--- src/rtl/mem_arb_pkg.sv ---
// mem_arb_pkg: shared types and default widths for the memory port arbiter.
package mem_arb_pkg;
  localparam int MEM_ADDR_W = 64;
  localparam int MEM_DATA_W = 64;
  typedef enum logic [1:0] {IDLE, REQ, RSP} state_e;
  typedef enum logic {OWN_IF, OWN_LS} owner_e;
  typedef struct packed {
    logic [MEM_ADDR_W-1:0]   addr;
    logic                    we;
    logic [MEM_DATA_W-1:0]   wdata;
    logic [MEM_DATA_W/8-1:0] wstrb;
  } req_t;
endpackage

--- src/rtl/mem_arb_select.sv ---
// mem_arb_select: IF/LS winner selection; MEM_ARB_RR_EN swaps fixed priority plus
// starvation guard for round-robin on the last winner.
module mem_arb_select
  import mem_arb_pkg::*;
#(
  parameter int STARVE_LIMIT = 4
) (
  input  logic clk,
  input  logic rst,
  input  logic arb_i,
  input  logic if_valid_i,
  input  logic ls_valid_i,
  output logic if_win_o,
  output logic ls_win_o
);
`ifdef MEM_ARB_RR_EN
  owner_e last_q, last_d;
  always_comb begin
    if_win_o = if_valid_i && (!ls_valid_i || last_q == OWN_LS);
    ls_win_o = ls_valid_i && !if_win_o;
    last_d = (arb_i && if_win_o) ? OWN_IF : (arb_i && ls_win_o) ? OWN_LS : last_q;
  end
  always_ff @(posedge clk) begin
    if (rst) last_q <= OWN_LS;
    else last_q <= last_d;
  end
`else
  logic [3:0] starve_q, starve_d;
  // IF always wins at the limit, so the count can never pass it
  always_comb begin
    if_win_o = if_valid_i && (!ls_valid_i || starve_q == 4'(STARVE_LIMIT));
    ls_win_o = ls_valid_i && !if_win_o;
    starve_d = !arb_i ? starve_q : (if_valid_i && !if_win_o) ? starve_q + 4'd1 : 4'd0;
  end
  always_ff @(posedge clk) begin
    if (rst) starve_q <= 4'd0;
    else starve_q <= starve_d;
  end
`endif
endmodule

--- src/rtl/mem_port_arbiter.sv ---
// mem_port_arbiter: shares one memory port between IF and LS, one transaction in flight.
// Build option MEM_ARB_RR_EN selects round-robin arbitration.
module mem_port_arbiter
  import mem_arb_pkg::*;
#(
  parameter int ADDR_W       = MEM_ADDR_W,
  parameter int DATA_W       = MEM_DATA_W,
  parameter int STARVE_LIMIT = 4
) (
  input  logic              clk,
  input  logic              rst,
  input  logic              if_req_valid,
  input  logic [ADDR_W-1:0] if_req_addr,
  output logic              if_req_ready,
  output logic              if_rsp_valid,
  output logic [31:0]       if_rsp_inst,
  input  logic              ls_req_valid,
  input  logic [ADDR_W-1:0] ls_req_addr,
  input  logic              ls_req_we,
  input  logic [DATA_W-1:0] ls_req_wdata,
  input  logic [DATA_W/8-1:0] ls_req_wstrb,
  output logic              ls_req_ready,
  output logic              ls_rsp_valid,
  output logic [DATA_W-1:0] ls_rsp_rdata,
  output logic              mem_req,
  output logic [ADDR_W-1:0] mem_addr,
  output logic              mem_we,
  output logic [DATA_W-1:0] mem_wdata,
  output logic [DATA_W/8-1:0] mem_wstrb,
  input  logic              mem_gnt,
  input  logic              mem_rvalid,
  input  logic [DATA_W-1:0] mem_rdata
);
  state_e state_q, state_d;
  owner_e owner_q;
  req_t   req_q;
  logic   if_win, ls_win, done;

  mem_arb_select #(.STARVE_LIMIT(STARVE_LIMIT)) u_sel (
    .clk        (clk),
    .rst        (rst),
    .arb_i      (state_q == IDLE),
    .if_valid_i (if_req_valid),
    .ls_valid_i (ls_req_valid),
    .if_win_o   (if_win),
    .ls_win_o   (ls_win)
  );

  always_comb begin
    state_d = state_q == IDLE ? ((if_win || ls_win) ? REQ : IDLE)
            : state_q == REQ  ? (mem_gnt ? RSP : REQ)
            : (state_q == RSP && !mem_rvalid) ? RSP : IDLE;
    if_req_ready = state_q == IDLE && if_win;
    ls_req_ready = state_q == IDLE && ls_win;
    done = state_q == RSP && mem_rvalid;
    mem_req = state_q == REQ;
    mem_addr = req_q.addr;
    mem_we = req_q.we;
    mem_wdata = req_q.wdata;
    mem_wstrb = req_q.wstrb;
  end

  always_ff @(posedge clk) begin
    if (rst) begin
      state_q <= IDLE;
      owner_q <= OWN_IF;
      req_q <= '0;
      if_rsp_valid <= 1'b0;
      ls_rsp_valid <= 1'b0;
      if_rsp_inst <= '0;
      ls_rsp_rdata <= '0;
    end else begin
      state_q <= state_d;
      if (ls_req_ready) begin
        owner_q <= OWN_LS;
        req_q.addr <= ls_req_addr;
        req_q.we <= ls_req_we;
        req_q.wdata <= ls_req_wdata;
        req_q.wstrb <= ls_req_wstrb;
      end else if (if_req_ready) begin
        owner_q <= OWN_IF;
        req_q.addr <= if_req_addr;
        req_q.we <= 1'b0;
        req_q.wdata <= '0;
        req_q.wstrb <= '0;
      end
      if_rsp_valid <= done && owner_q == OWN_IF;
      ls_rsp_valid <= done && owner_q == OWN_LS;
      if (done && owner_q == OWN_IF) if_rsp_inst <= req_q.addr[2] ? mem_rdata[63:32] : mem_rdata[31:0];
      if (done && owner_q == OWN_LS) ls_rsp_rdata <= req_q.we ? '0 : mem_rdata;
    end
  end
endmodule
--- config.mk ---
export PLATFORM = sky130hd
export DESIGN_NAME = mem_port_arbiter
export DESIGN_NICKNAME = d
export VERILOG_FILES = /design/src/rtl/mem_arb_pkg.sv /design/src/rtl/mem_arb_select.sv /design/src/rtl/mem_port_arbiter.sv
export SDC_FILE = /design/constraint.sdc
export NUM_CORES = 1
export LEC_CHECK = 0
export CELL_PAD_IN_SITES_DETAIL_PLACEMENT = 1
export CELL_PAD_IN_SITES_GLOBAL_PLACEMENT = 1
export CORE_AREA = 2 2 200 202
export DETAILED_ROUTE_END_ITERATION = 10
export DIE_AREA = 0 0 202 204
export DONT_BUFFER_PORTS = 1
export GPL_TIMING_DRIVEN = 0
export PLACE_DENSITY_LB_ADDON = 0.1
export SLEW_MARGIN = 20
export SYNTH_ARGS = -nofsm -noshare
export SYNTH_HDL_FRONTEND = slang
export SYNTH_SLANG_ARGS = --single-unit
--- constraint.sdc ---
create_clock -name clk -period 2.2 [get_ports clk]
set_input_delay 0.22 -clock clk [delete_from_list [all_inputs] [get_ports clk]]
set_output_delay 0.22 -clock clk [all_outputs]
set_load 0.1 [all_outputs]
==> qor.txt <==
Status: finished, final reports clean
Die area: 0.0412 mm²
Boundary Pins: 509
Layout cells sized above 1: 10.6%
Antenna violations before repair: 2
Register area: 0.00486 mm²
Worst VDD drop: 552 µV
Register area share after synthesis: 50.4%
Crit. End Element: output port
Critical Path Fanout Max: 3
Worst path buffer plus inverter count: 3
Synth Area in XOR/XNOR: 0%
Synth top area cells: dfxtp_1 50%, a21oi_1 7.4%, nand3_1 7.2%
Static leakage: 0.00509 µW
Comb power frac: 12.8%
Ys Warns: 0
WHS Endpoint: if_rsp_inst[5]
Hold path depth: 2
Worst slew pin tran: 1.09 ns
Yosys top cell area share: 50.4%
Nets: 1640
Routability cong.: 0.829
Vias/cell: 5.16
Flop-to-flop setup slack: 0.13 ns
Syn nets: 1326
Hold WC Path Type: in2reg
Final setup viols: 0
GRT Util Overall: 21.5%
Multi-input logic area: 0.00424 mm²
Die W: 202 µm
Yosys reg bits: 242
Max Clock Skew: 0.0189 ns
Initial Utilization: 24.5%
Crit path required time: 1.98 ns
Die Ht: 204 µm
DR WL/cell: 24.0 µm
R2R Path End: mem_addr[0]
Post-route minimum period: 2.14 ns
Syn Inst Count: 1053
Post-synthesis simple-gate area fraction: 11.0%
CTS tree: done
Most common cell in the synthesized netlist: dfxtp_1
WHS: 0.0621 ns
Global route overflow: 0
Mapped cell area: 0.00962 mm²
Drt first pass iters: 5
Internal power: 8500 µW
Core area: 0.0392 mm²
Switching pwr: 5080 µW
Setup repair after global routing missed its margin: true
Fin worst setup slack: 0.0558 ns
Sink Count: 242
Fraction of synthesized area in multiplexers: 3.33%
Largest family of logic cells by synthesized area: compound AO/OA/AOI/OAI gates
Drt total wl: 45900 µm
Startpoint Class: flop
DRC: 0
R2R depth: 7
PwrDens: 956 mW/mm²
Fmax: 466 MHz
Synth Area in Adders: 0.260%
Worst slack, placed: -0.700 ns
CP Class: reg2out
Netlist cell types: 36
ANT nets after route: 0
First-pass GRT wire length: 68700 µm
Most used DFF post-synth: dfxtp_1
Longest Clk Path Bufs: 3
Area Growth Syn to Fin: 47.7%
Synth top cells by count: 242 x dfxtp_1, 143 x a21oi_1, 139 x nand3_1
TNS Setup: 0 ns
Slowest CP cell: clkinvlp_4
Sequential Power Share: 49.5%
I/O Buffers: 0
Synth Area in Compound Gates: 28.9%
Largest net degree at the start of global routing: 16
CP Cell Sequence: inv_2, ha_4, nand4b_1, buf_6, nand2_4, clkinvlp_4
CTS H-Tree Depth: 1
Filler instances: 4458
Slowest cell delay on critical path: 0.42 ns
Root buffer cell: clkbuf_16
Slew Limit Fails: 0
Fin. Hold Viols: 0
Post-synth EDFFs: 0
DR iter-0 viols: 474
Clk Latency, worst-skew pair: 0.58 ns
Mapped Avg Cell Area: 9.13 µm²
Crit share post-route: 97.5%
Post-synth ARST share: 0%
Num rows: 73
Clock slew at reported path FFs: 0.06 ns
Delay-heaviest family, CP: buffers and inverters
Hold Crit Start: mem_rdata[37]
Largest area contributor in the synthesized netlist: dfxtp_1
Clock power share: 37.7%
Critical path arrival: 1.92 ns
Switching Fraction: 37.4%
Vias in the first global route: 10.6k
TritonCTS buffer count: 30
R2r startpoint: state_q[0]
MaxCap Viol Count: 0
Vias: 9893
Rel. slew slack: 27.4%
Post-DP HPWL: 32400 µm
routing by layer:
layer / track usage (%) / routed length, µm / vias to the layer above
met5: 0 / 0 / -
met4: 6.57 / 1420 / 0
met3: 7.54 / 4050 / 84
met2: 37.1 / 22400 / 395
met1: 24.8 / 18100 / 4824
li1: - / - / 4590
power groups by stage:
stage / logic (µW) / registers [µW] / clock network [µW]
6_report: 1730 / 6720 / 5120
5_1_grt: 1910 / 6750 / 5390
4_1_cts: 1710 / 6720 / 5260
3_5_place_dp: 1240 / 6810 / 0
3_3_place_gp: 1230 / 6810 / 0
2_1_floorplan: 888 / 6690 / 0
per-stage QoR:
| stage | power (µW) | std cells | instance area, µm² | utilization [%] |
|---|---|---|---|---|
| after floorplan | 7570 | 1053 | 9620 | - |
| final | 13600 | 1917 | 14200 | 36.2 |
| after CTS | 13700 | 1911 | 14100 | 36.1 |
| after global routing | 14000 | 1917 | 14200 | 36.2 |
| after global placement | 8040 | 1578 | 10300 | 26.2 |
| after detailed placement | 8050 | 1578 | 10300 | 26.3 |
cell usage in the layout, fill, tap and decap left out, types with 2 or more instances in the layout:
cell type        n
and4b_1          2
dfxtp_4          3
dlygate4sd3_1  268
a311oi_1        64
buf_2           38
diode_2          2
nand3_1        139
a22o_1          64
inv_2            2
nor2_4           2
clkbuf_1        65
clkbuf_8        11
clkinv_2         2
nand4b_1         3
nand4_1          3
nor2_1          35
a21oi_1        142
o21ai_0        138
buf_1            3
nor2b_1          2
a31oi_1          2
mux2i_1         32
clkbuf_2        11
bufinv_16        2
clkbuf_16       30
nand2_1          6
dfxtp_1        236
a211oi_1        32
dfxtp_2          3
buf_6            3
clkinvlp_4       2
buf_4           26
layout make-up:
type                       count  share of cell area [%]
tap                          525                    4.62
sequential                   242                    34.2
clock buffer                  48                    6.47
clock inverter                 7                   0.722
multi-input combinational    682                    29.8
buffer                       123                    4.23
antenna                        2                  0.0352
inverter                       3                   0.106
timing repair buffer         285                    19.8
flip-flops by register name, summed over array words and instances, names as in the netlist:
signal          count
mem_wstrb           8
u_sel.starve_q      4
ls_rsp_valid        1
state_q             2
owner_q             1
if_rsp_valid        1
mem_we              1
mem_wdata          64
mem_addr           64
if_rsp_inst        32
ls_rsp_rdata       64
cells by family after synthesis:
logic type	count (synthesis)
buffers and inverters	129
and+or+nand+nor	205
AOI/OAI and AO/OA	443
DFF	242
adders and majority gates	2
muxes	32
worst max path at each step:
stage | start | endpoint | slack [ns] | cells after the start
after CTS | u_sel.starve_q[1] | ls_req_ready | -0.12 | 7
after global routing | u_sel.starve_q[0] | ls_req_ready | -0.06 | 6
after global placement | u_sel.starve_q[0] | ls_req_ready | -0.71 | 7
after detailed placement | u_sel.starve_q[0] | ls_req_ready | -0.70 | 7
final | u_sel.starve_q[0] | ls_req_ready | 0.06 | 6
after floorplan | u_sel.starve_q[0] | ls_req_ready | 0.06 | 7
timing repair:
item | in CTS | in global routing
hold buffers | 268 | 0
setup endpoints to repair | 58 | 22
pin swaps | 6 | 6
endpoints found under the hold margin | 236 | 0
buffers inserted | 10 | 7
resized for setup | 27 | 12
Note: power is estimated with default switching activity, not from simulation.
